`src/rtl/fetch_unit_pkg.sv`:
```
// Shared definitions for the instruction fetch path: state encoding and default widths.
// Reused by the IR and the control unit so all agree on sizes and encodings.
package fetch_unit_pkg;

    localparam int ADDR_W_DEF  = 10;
    localparam int DATA_W_DEF  = 16;
    localparam int TIMEOUT_DEF = 15;

    typedef enum logic [2:0] {
        ST_IDLE = 3'd0,
        ST_REQ  = 3'd1,
        ST_LOAD = 3'd2,
        ST_DONE = 3'd3,
        ST_ERR  = 3'd4
    } fetch_state_t;

    // Wait counter must be able to hold the value TIMEOUT itself.
    function automatic int wait_cnt_width(input int timeout);
        return (timeout < 2) ? 1 : $clog2(timeout + 1);
    endfunction

endpackage

```
`src/rtl/fetch_unit_pc_reg.sv`:
```
// Program counter: load has priority over increment; increment wraps at 2^ADDR_W.
module pc_reg
    import fetch_unit_pkg::*;
#(
    parameter int ADDR_W = ADDR_W_DEF
) (
    input  logic              clk,
    input  logic              rst,
    input  logic              load,
    input  logic [ADDR_W-1:0] load_addr,
    input  logic              inc,
    output logic [ADDR_W-1:0] pc
);

    logic [ADDR_W-1:0] pc_reg_q;

    always_ff @(posedge clk or negedge rst) begin
        if (!rst) begin
            pc_reg_q <= '0;
        end else if (load) begin
            pc_reg_q <= load_addr;
        end else if (inc) begin
            pc_reg_q <= pc_reg_q + ADDR_W'(1);
        end
    end

    assign pc = pc_reg_q;

endmodule

```
`src/rtl/fetch_unit.sv`:
```
// Instruction fetch controller: issues one program-memory read per request,
// waits for mem_ready with a timeout, writes the IR and advances the PC.
module fetch_unit
    import fetch_unit_pkg::*;
#(
    parameter int ADDR_W  = ADDR_W_DEF,
    parameter int DATA_W  = DATA_W_DEF,
    parameter int TIMEOUT = TIMEOUT_DEF
) (
    input  logic              clk,
    input  logic              rst,
    input  logic              fetch_req,
    input  logic              pc_load,
    input  logic [ADDR_W-1:0] pc_load_addr,
    output logic [ADDR_W-1:0] mem_addr,
    output logic              mem_rd,
    input  logic [DATA_W-1:0] mem_rdata,
    input  logic              mem_ready,
    output logic [DATA_W-1:0] ir_in,
    output logic              ir_w,
    output logic [ADDR_W-1:0] pc,
    output logic              busy,
    output logic              fetch_done,
    output logic              fetch_err
);

    localparam int CNT_W = wait_cnt_width(TIMEOUT);

    fetch_state_t      state_reg;
    fetch_state_t      state_next;
    logic [CNT_W-1:0]  wait_cnt_reg;
    logic [CNT_W-1:0]  wait_cnt_next;
    logic [DATA_W-1:0] ir_reg;
    logic              mem_rd_reg;
    logic              ir_w_reg;
    logic              busy_reg;
    logic              done_reg;
    logic              err_reg;
    logic              pc_load_en;
    logic              pc_inc;

    assign wait_cnt_next = wait_cnt_reg + CNT_W'(1);

    always_comb begin
        state_next = state_reg;
        unique case (state_reg)
            ST_IDLE: begin
                if (fetch_req) begin
                    state_next = ST_REQ;
                end
            end
            ST_REQ: begin
                // A late ready on the final allowed cycle still wins over the timeout.
                if (mem_ready) begin
                    state_next = ST_LOAD;
                end else if (wait_cnt_next >= CNT_W'(TIMEOUT)) begin
                    state_next = ST_ERR;
                end
            end
            ST_LOAD: state_next = ST_DONE;
            ST_DONE: state_next = ST_IDLE;
            ST_ERR:  state_next = ST_IDLE;
            default: state_next = ST_IDLE;
        endcase
    end

    // Strobes are registered from the next state so they line up with the state register.
    always_ff @(posedge clk or negedge rst) begin
        if (!rst) begin
            state_reg    <= ST_IDLE;
            wait_cnt_reg <= '0;
            ir_reg       <= '0;
            mem_rd_reg   <= 1'b0;
            ir_w_reg     <= 1'b0;
            busy_reg     <= 1'b0;
            done_reg     <= 1'b0;
            err_reg      <= 1'b0;
        end else begin
            state_reg  <= state_next;
            mem_rd_reg <= (state_next == ST_REQ);
            ir_w_reg   <= (state_next == ST_LOAD);
            busy_reg   <= (state_next != ST_IDLE);
            done_reg   <= (state_next == ST_DONE);
            err_reg    <= (state_next == ST_ERR);

            // Held at zero outside REQ, so every REQ entry starts from a cleared count.
            if (state_reg != ST_REQ) begin
                wait_cnt_reg <= '0;
            end else if (!mem_ready) begin
                wait_cnt_reg <= wait_cnt_next;
            end

            if (state_reg == ST_REQ && mem_ready) begin
                ir_reg <= mem_rdata;
            end
        end
    end

    // Load only in IDLE so a coincident fetch_req reads from the new target.
    assign pc_load_en = (state_reg == ST_IDLE) && pc_load;
    assign pc_inc     = (state_reg == ST_LOAD);

    pc_reg #(
        .ADDR_W (ADDR_W)
    ) u_pc_reg (
        .clk       (clk),
        .rst       (rst),
        .load      (pc_load_en),
        .load_addr (pc_load_addr),
        .inc       (pc_inc),
        .pc        (pc)
    );

    assign mem_rd     = mem_rd_reg;
    assign mem_addr   = mem_rd_reg ? pc : '0;
    assign ir_in      = ir_reg;
    assign ir_w       = ir_w_reg;
    assign busy       = busy_reg;
    assign fetch_done = done_reg;
    assign fetch_err  = err_reg;

endmodule

```
`config.mk`:
```
export PLATFORM = sky130hd
export DESIGN_NAME = fetch_unit
export DESIGN_NICKNAME = d
export VERILOG_FILES = /design/src/rtl/fetch_unit_pkg.sv /design/src/rtl/fetch_unit_pc_reg.sv /design/src/rtl/fetch_unit.sv
export SDC_FILE = /design/constraint.sdc
export NUM_CORES = 1
export LEC_CHECK = 0
export CAP_MARGIN = 25
export CELL_PAD_IN_SITES_DETAIL_PLACEMENT = 0
export CELL_PAD_IN_SITES_GLOBAL_PLACEMENT = 1
export CORE_ASPECT_RATIO = 0.5
export CORE_MARGIN = 3
export CORE_UTILIZATION = 33
export DETAILED_ROUTE_END_ITERATION = 8
export MAX_ROUTING_LAYER = met4
export PLACE_DENSITY_LB_ADDON = 0.1
export SYNTH_ARGS = -nofsm -noshare
export SYNTH_HDL_FRONTEND = slang
export SYNTH_SLANG_ARGS = --single-unit
```
`constraint.sdc`:
```
create_clock -name clk -period 2.4 [get_ports clk]
set_clock_uncertainty 0.2 [all_clocks]
set_input_delay 0.24 -clock clk [delete_from_list [all_inputs] [get_ports clk]]
set_output_delay 0.24 -clock clk [all_outputs]
set_load 0.02 [all_outputs]
```
==> results.tsv, run 1 <==
stage	metric	value	unit
synth	ys_ff_latch	38	
clock_tree	cts_tree	yes	
worst_setup_path	reg2reg_slack	0.57	ns
worst_setup_path	arrival	1.55	ns
clock_tree	ctsHtreeMaxLevel	2	
global_route	grt_pass1_vias	1402	
worst_setup_path	required	1.96	ns
sta	fin_crit	1.99	ns
layout	diodes	0	
sta	worst_pin_slew	0.834	ns
layout	fillers	476	
sta	setup_tns	0	ns
power_and_ir_drop	p_per_area	1340	nW/um^2
min_path	hold-path-endpoint	u_pc_reg.pc[0]	
route	routed_wl	3930	um
clock_tree	clockBufferDepth	2	
synth	ys_warn_count	0	
power_and_ir_drop	power.leakage	1.17	nW
min_path	hold_path.class	primary input to flip-flop	
worst_setup_path	start_kind	flip-flop	
power_and_ir_drop	combPwrFrac	48.4	%
place	io_buffers	71	
sta	fmaxAchievable	503	MHz
synth	syn_nets	189	
clock_tree	cts_root_buffer	clkbuf_16	
worst_setup_path	critPathBufInv	1	
route	ant_nets	0	
sta	grt_setup_unrepaired	false	
route	firstDrtPassIters	4	
global_route	antenna_found_initial	0	
sta	maxSlewViolCount	0	
global_route	grt_max_degree	39	
place	gp_congestion	0.748	
floorplan	die_area	6650	um^2
route	drt_iter0_drc	46	
clock_tree	cts_setup_buffers	0	
worst_setup_path	crit_path_end_kind	output pin	
worst_setup_path	rr_endpoint	u_pc_reg.pc[9]	
flow_run	drv_cap	0	
clock_tree	clkSlewWorstSetupHoldPaths	0.05	ns
place	place_inst	292	
power_and_ir_drop	p_switching	1.35	mW
floorplan	rows	18	
status	status	completed	
synth	seq_area_frac_synth	51.0	%
synth	synth_compound_area_share	4.56	%
global_route	grt_usage	13.0	%
worst_setup_path	slowest_delay	0.60	ns
layout	area_growth	50.3	%
layout	largest_register_ffs	16	
power_and_ir_drop	p_seq_share	32.2	%
clock_tree	clock-sinks	38	
min_path	holdCritStartpoint	pc_load_addr[0]	
global_route	grt_pass1_wl	6620	um
layout	drive_gt1_share	16.5	%
sta	setup_viol_count_final	0	
worst_setup_path	r2r_start	state_reg[0]	
sta	finalHoldViolCount	0	
global_route	grt-ovfl-total	0	
synth	synth_area	1870	um^2
route	drc	0	
layout	final_cells	301	
floorplan	io_pins	72	
synth	synthCells	155	
worst_setup_path	crit_type	flip-flop to output pin	
power_and_ir_drop	intPower	2.40	mW
clock_tree	cts_inserted_buffers	5	
floorplan	coreArea	5180	um^2
synth	synth_top_family_by_area	simple AND/OR/NAND/NOR gates	
sta	min_period_over_period	82.9	%
worst_setup_path	cpLargestDelayFamily	buffers and inverters	
synth	synthMuxAreaShare	13.5	%
power_and_ir_drop	p_sw_share	36.0	%
synth	avgSynthCellArea	12.0	um^2
power_and_ir_drop	ir_drop	0.625	mV
route	drt-wirelength-per-cell	13.1	um
min_path	min_path_cells	3	
synth	post_synth_xor_area_fraction	5.16	%
worst_setup_path	crit_path_top_delay_cell	clkdlybuf4s50_1	
layout	finalNetCount	264	
floorplan	die_y	59.2	um
worst_setup_path	worstRegToRegCells	4	
sta	slew_headroom	44.4	%
clock_tree	worst_skew_pair.late_latency	0.27	ns
floorplan	start_util	36.0	%
worst_setup_path	critical_path_peak_fanout	11	
worst_setup_path	cp_cell_sequence	and2_1 -> clkdlybuf4s50_1	
synth	synthAdderAreaFrac	2.01	%
synth	yosys.area_share.simple	19.4	%
route	vias	1396	
place	dp_hpwl	2890	um
floorplan	fp.dieW	112	um
synth	synth.distinct_cells	39	
power_and_ir_drop	pwr-share-clk	19.4	%
route	vias_per_cell	4.64	
## how the worst max path moves through the flow
stage	slack [ns]	end	cells after the start	startpoint
final	0.41	mem_addr[0]	2	mem_rd
after global routing	0.35	mem_addr[9]	2	mem_rd
after CTS	0.39	mem_addr[0]	2	mem_rd
after detailed placement	0.42	ir_in[7]	4	mem_ready
after global placement	0.44	ir_in[6]	4	mem_ready
after floorplan	0.63	u_pc_reg.pc[8]	5	u_pc_reg.pc[0]
## cells in the final DEF (no fill, tap or decap), types with 3 or more instances in the layout
cell	count
and2_1	10
and3_1	3
clkbuf_16	5
clkdlybuf4s50_1	70
dfrtp_1	38
ha_1	3
mux2_2	10
mux2_4	8
nand2_1	14
nand4_1	3
nor2_1	10
nor3_1	3
o21ai_0	5
o21ai_1	3
xnor2_1	4
xor2_1	7
## area by class of cell
type | count | area, um^2 | area share [%]
well taps | 70 | 87.6 | 3.12
inverters | 3 | 16.3 | 0.580
flip-flops and latches | 38 | 951 | 33.9
clock buffers | 5 | 125 | 4.46
repair buffers | 75 | 751 | 26.8
multi-input cells | 107 | 833 | 29.7
clock inverters | 3 | 40.0 | 1.43
## worst reg2reg max path, cell delays in order (launching register included)
cell	delay (ns)
dfrtp_1	0.48
nand4bb_4	0.29
nor4_1	0.37
xor2_1	0.11
mux2_2	0.27
## power by group through the flow
stage	clock network [mW]	registers (mW)	logic (mW)
after floorplan	0	1.45	0.812
after global placement	0	1.22	1.82
after detailed placement	0	1.22	1.84
after CTS	0.758	1.21	1.85
after global routing	0.780	1.27	1.94
final	0.726	1.21	1.82
## cell families after synthesis
group	after synthesis
compound gates	14
xor+xnor	11
fa+ha+maj	3
buf+inv	10
flops	38
mux	20
simple gates	59
## timing repair
action	in CTS	in global routing
hold buffers	1	0
endpoints found under the hold margin	38	0
gates resized for setup	0	0
## metrics by stage
step | util (%) | worst slack, ns | cell area, um^2 | power (mW) | hold WS (ns)
final | 54.1 | 0.411 | 2800 | 3.75 | 0.298
after CTS | 54.1 | 0.388 | 2800 | 3.82 | 0.296
after detailed placement | 50.7 | 0.424 | 2630 | 3.06 | 0.203
after floorplan | - | 0.633 | 1870 | 2.26 | -0.256
after global routing | 54.1 | 0.347 | 2800 | 3.98 | 0.308
after global placement | 50.7 | 0.444 | 2630 | 3.04 | 0.204
## synth_stat cells, drive strengths merged
cell type,instances,area [um^2]
o31ai,1,7.51
mux2i,2,20.0
nor3,4,25.0
nand4,3,18.8
and2,10,62.6
nand2,14,52.6
mux2,18,233
or3b,2,20.0
a221o,1,10.0
nand3,2,10.0
a21oi,1,5.00
ha,3,37.5
nor4b,1,23.8
and4b,1,10.0
o21ai,9,48.8
or2,1,6.26
o22ai,1,6.26
a211oi,1,7.51
nor2b,1,6.26
nand2b,1,6.26
clkbuf,1,3.75
inv,3,16.3
nand3b,2,15.0
nand4bb,1,27.5
xnor2,4,35.0
buf,6,61.3
nor2,10,37.5
xor2,7,61.3
nor4,2,12.5
nand4b,1,8.76
and3,3,18.8
dfrtp,38,951
## layer usage
layer / track usage, % / wire (um)
met1: 16.0 / 1870
met2: 20.5 / 1760
met3: 4.18 / 243
met4: 4.45 / 59
met5: - / 0
(Power assumes the default switching activity.)
==> run 2: changes to the inputs <==
==> constraint.sdc (replaced) <==
create_clock -name clk -period 1.9 [get_ports clk]
set_clock_uncertainty 0.2 [all_clocks]
set_input_delay 0.19 -clock clk [delete_from_list [all_inputs] [get_ports clk]]
set_output_delay 0.19 -clock clk [all_outputs]
set_load 0.02 [all_outputs]
==> run 2 against run 1 <==
- die area stayed put
- sequential share of layout area is 0.48 points lower
- first-iteration DRC count is 22% lower
- sequential cell count stayed put
- count of clock-buffer cells in the layout is 2 higher
- critical path depth stayed put
==> results.tsv, run 2 (synthesis results as in run 1) <==
stage	metric	value	unit	change
status	status	completed		
sta	worst_pin_slew	0.426	ns	-0.408 ns
sta	setup_tns	0	ns	unchanged
clock_tree	worst_skew_pair.late_latency	0.27	ns	about the same
worst_setup_path	start_kind	flip-flop		
worst_setup_path	cp_cell_sequence	and2_1 -> clkdlybuf4s50_1		
worst_setup_path	slowest_delay	0.60	ns	about the same
global_route	grt-ovfl-total	0		unchanged
sta	maxSlewViolCount	0		unchanged
place	io_buffers	71		unchanged
power_and_ir_drop	p_switching	1.72	mW	+28%
layout	multi_input_area	833	um^2	unchanged
power_and_ir_drop	p_sw_share	36.6	%	+0.69 points
route	drt_iter0_drc	36		-22%
floorplan	io_pins	72		unchanged
sta	setup_viol_count_final	0		unchanged
sta	fmaxAchievable	539	MHz	
power_and_ir_drop	p_seq_share	32.3	%	about the same
place	post_dp_cell_area	2670	um^2	+1.7%
layout	layout_commonest_cell	clkdlybuf4s50_1		
global_route	grt_usage	13.4	%	+0.42 points
place	place_inst	298		+2.1%
place	dp_hpwl	3180	um	+9.8%
clock_tree	ctsHtreeMaxLevel	2		unchanged
route	vias_per_cell	4.53		-2.4%
floorplan	die_area	6650	um^2	unchanged
sta	finalHoldViolCount	0		unchanged
clock_tree	cts_inserted_buffers	5		unchanged
route	firstDrtPassIters	4		unchanged
global_route	antenna_found_initial	0		unchanged
global_route	grt_max_degree	19		-51%
place	gp_congestion	0.782		+4.4%
floorplan	coreArea	5180	um^2	unchanged
route	routed_wl	4130	um	+5.1%
worst_setup_path	crit_type	flip-flop to output pin		
floorplan	start_util	36.0	%	unchanged
worst_setup_path	critical_path_peak_fanout	11		unchanged
layout	largest_register_ffs	16		unchanged
layout	drive_gt1_share	19.4	%	+3.0 points
route	drc	0		unchanged
worst_setup_path	crit_path_end_kind	output pin		
layout	area_growth	53.1	%	
floorplan	die_y	59.2	um	unchanged
worst_setup_path	crit_path_top_delay_cell	clkdlybuf4s50_1		
power_and_ir_drop	pwr-share-clk	17.4	%	-2.0 points
sta	min_period_over_period	97.6	%	
power_and_ir_drop	intPower	2.97	mW	+24%
worst_setup_path	critPathBufInv	1		unchanged
power_and_ir_drop	ir_drop	0.813	mV	+30%
sta	grt_setup_unrepaired	false		
layout	fillers	469		-1.5%
floorplan	rows	18		unchanged
worst_setup_path	required	1.51	ns	-0.45 ns
global_route	grt_pass1_wl	6770	um	+2.2%
worst_setup_path	arrival	1.46	ns	-0.09 ns
layout	final_cells	307		+2.0%
clock_tree	clock-sinks	38		unchanged
layout	finalNetCount	270		+2.3%
power_and_ir_drop	power.leakage	1.31	nW	+12%
power_and_ir_drop	p_per_area	1640	nW/um^2	+23%
min_path	hold_path.class	primary input to asynchronous set/reset pin		
route	vias	1390		-0.43%
clock_tree	clockBufferDepth	2		unchanged
clock_tree	clkSlewWorstSetupHoldPaths	0.05	ns	about the same
layout	stdcell_area	2860	um^2	+1.8%
route	drt-wirelength-per-cell	13.4	um	+3.0%
layout	diodes	0		unchanged
clock_tree	cts_tree	yes		
clock_tree	cts_root_buffer	clkbuf_16		
route	ant_nets	0		unchanged
flow_run	drv_cap	0		unchanged
global_route	grt_pass1_vias	1416		+1.0%
sta	slew_headroom	71.6	%	+27 points
floorplan	fp.dieW	112	um	unchanged
power_and_ir_drop	combPwrFrac	50.3	%	+1.9 points
layout	seqCellArea	955	um^2	+0.39%
sta	fin_crit	1.85	ns	
worst_setup_path	cpLargestDelayFamily	buffers and inverters		
layout	final_cell_mix	62 x clkdlybuf4s50_1, 35 x dfrtp_1, 14 x nand2_1		
==> run 2: cell types whose count changed in the layout (fill, tap and decap cells not counted) <==
cell	change
buf_4	+6
clkbuf_1	+1
clkbuf_8	+1
clkinv_2	-1
dlymetal6s2s_1	+8
clkdlybuf4s50_1	-8
bufinv_16	-1
dfrtp_1	-3
dfrtp_2	+3
==> run 2: repair_timing <==
| item | in CTS | in global routing |
|---|---|---|
| hold endpoints to repair | 16 | 0 |
| setup buffers | 0 | 0 |
| hold buffers | 1 | 0 |
| endpoints found under the setup margin | 10 | 8 |
| resized for setup | 2 | 9 |
==> run 2: metrics by stage <==
step	hold WS, ns	setup slack, ns	power, mW	utilization [%]
2_1_floorplan	-0.306	0.133	2.85	-
3_3_place_gp	-0.0500	0.132	3.89	51.6
3_5_place_dp	-0.0417	0.122	3.93	51.6
4_1_cts	0.196	0.0257	4.78	54.7
5_1_grt	0.223	0.0000484	5.02	55.1
6_report	0.181	0.0459	4.69	55.1
==> run 2: layout make-up <==
cell class / instances / area share, %
sequential: 38 / 33.4
multi-input combinational: 107 / 29.2
timing repair buffer: 81 / 28.6
clock buffer: 7 / 5.00
tap: 70 / 3.07
inverter: 3 / 0.570
clock inverter: 1 / 0.175
==> run 2: worst reg2reg max path, stage by stage, from the launching register on <==
cell and delay, ns:
dfrtp_1 0.48, nand4bb_4 0.29, nor4_1 0.34, xor2_1 0.11, mux2_2 0.27
==> run 2: power groups by stage <==
stage	sequential (mW)	clock (mW)	combinational, mW
floorplan	1.83	0	1.03
global placement	1.51	0	2.38
detailed placement	1.53	0	2.40
CTS	1.52	0.845	2.42
global route	1.58	0.880	2.56
finish	1.51	0.816	2.36
==> run 2: layer usage <==
layer  vias to the layer above  GRT usage (%)  routed length (um)  share of wire, %
met5                         -              -                   0                 0
met4                         0           3.60                  16              0.39
met3                         2           4.49                 287               7.0
met2                        42           20.7                1900                46
met1                       653           17.1                1930                47
li1                        693              -                   -                 -
==> run 2: path summary, 6_finish.rpt <==
path | slack, ns | end | cells past startpoint | start
worst max-delay path | 0.05 | mem_addr[7] | 2 | mem_rd
worst min-delay path | 0.18 | wait_cnt_reg[0] | 2 | rst
worst max register to register | 0.11 | u_pc_reg.pc[9] | 4 | state_reg[0]
worst min register to register | 0.30 | ir_in[4] | 1 | ir_in[4]
max in group asynchronous | 0.79 | mem_rd | 3 | rst
min in group clk | 0.25 | u_pc_reg.pc[0] | 3 | pc_load_addr[0]
==> run 3: changes to the inputs <==
--- a/config.mk
+++ b/config.mk
@@ -5,6 +5,7 @@
 export SDC_FILE = /design/constraint.sdc
 export NUM_CORES = 1
 export LEC_CHECK = 0
+export ABC_CLOCK_PERIOD_IN_PS = 1900
 export CAP_MARGIN = 25
 export CELL_PAD_IN_SITES_DETAIL_PLACEMENT = 0
 export CELL_PAD_IN_SITES_GLOBAL_PLACEMENT = 1
@@ -14,6 +15,7 @@
 export DETAILED_ROUTE_END_ITERATION = 8
 export MAX_ROUTING_LAYER = met4
 export PLACE_DENSITY_LB_ADDON = 0.1
+export SLEW_MARGIN = 20
 export SYNTH_ARGS = -nofsm -noshare
 export SYNTH_HDL_FRONTEND = slang
 export SYNTH_SLANG_ARGS = --single-unit
==> results of run 3 <==
Same layout as run 2: the final DEF is identical, and so are final timing and power.
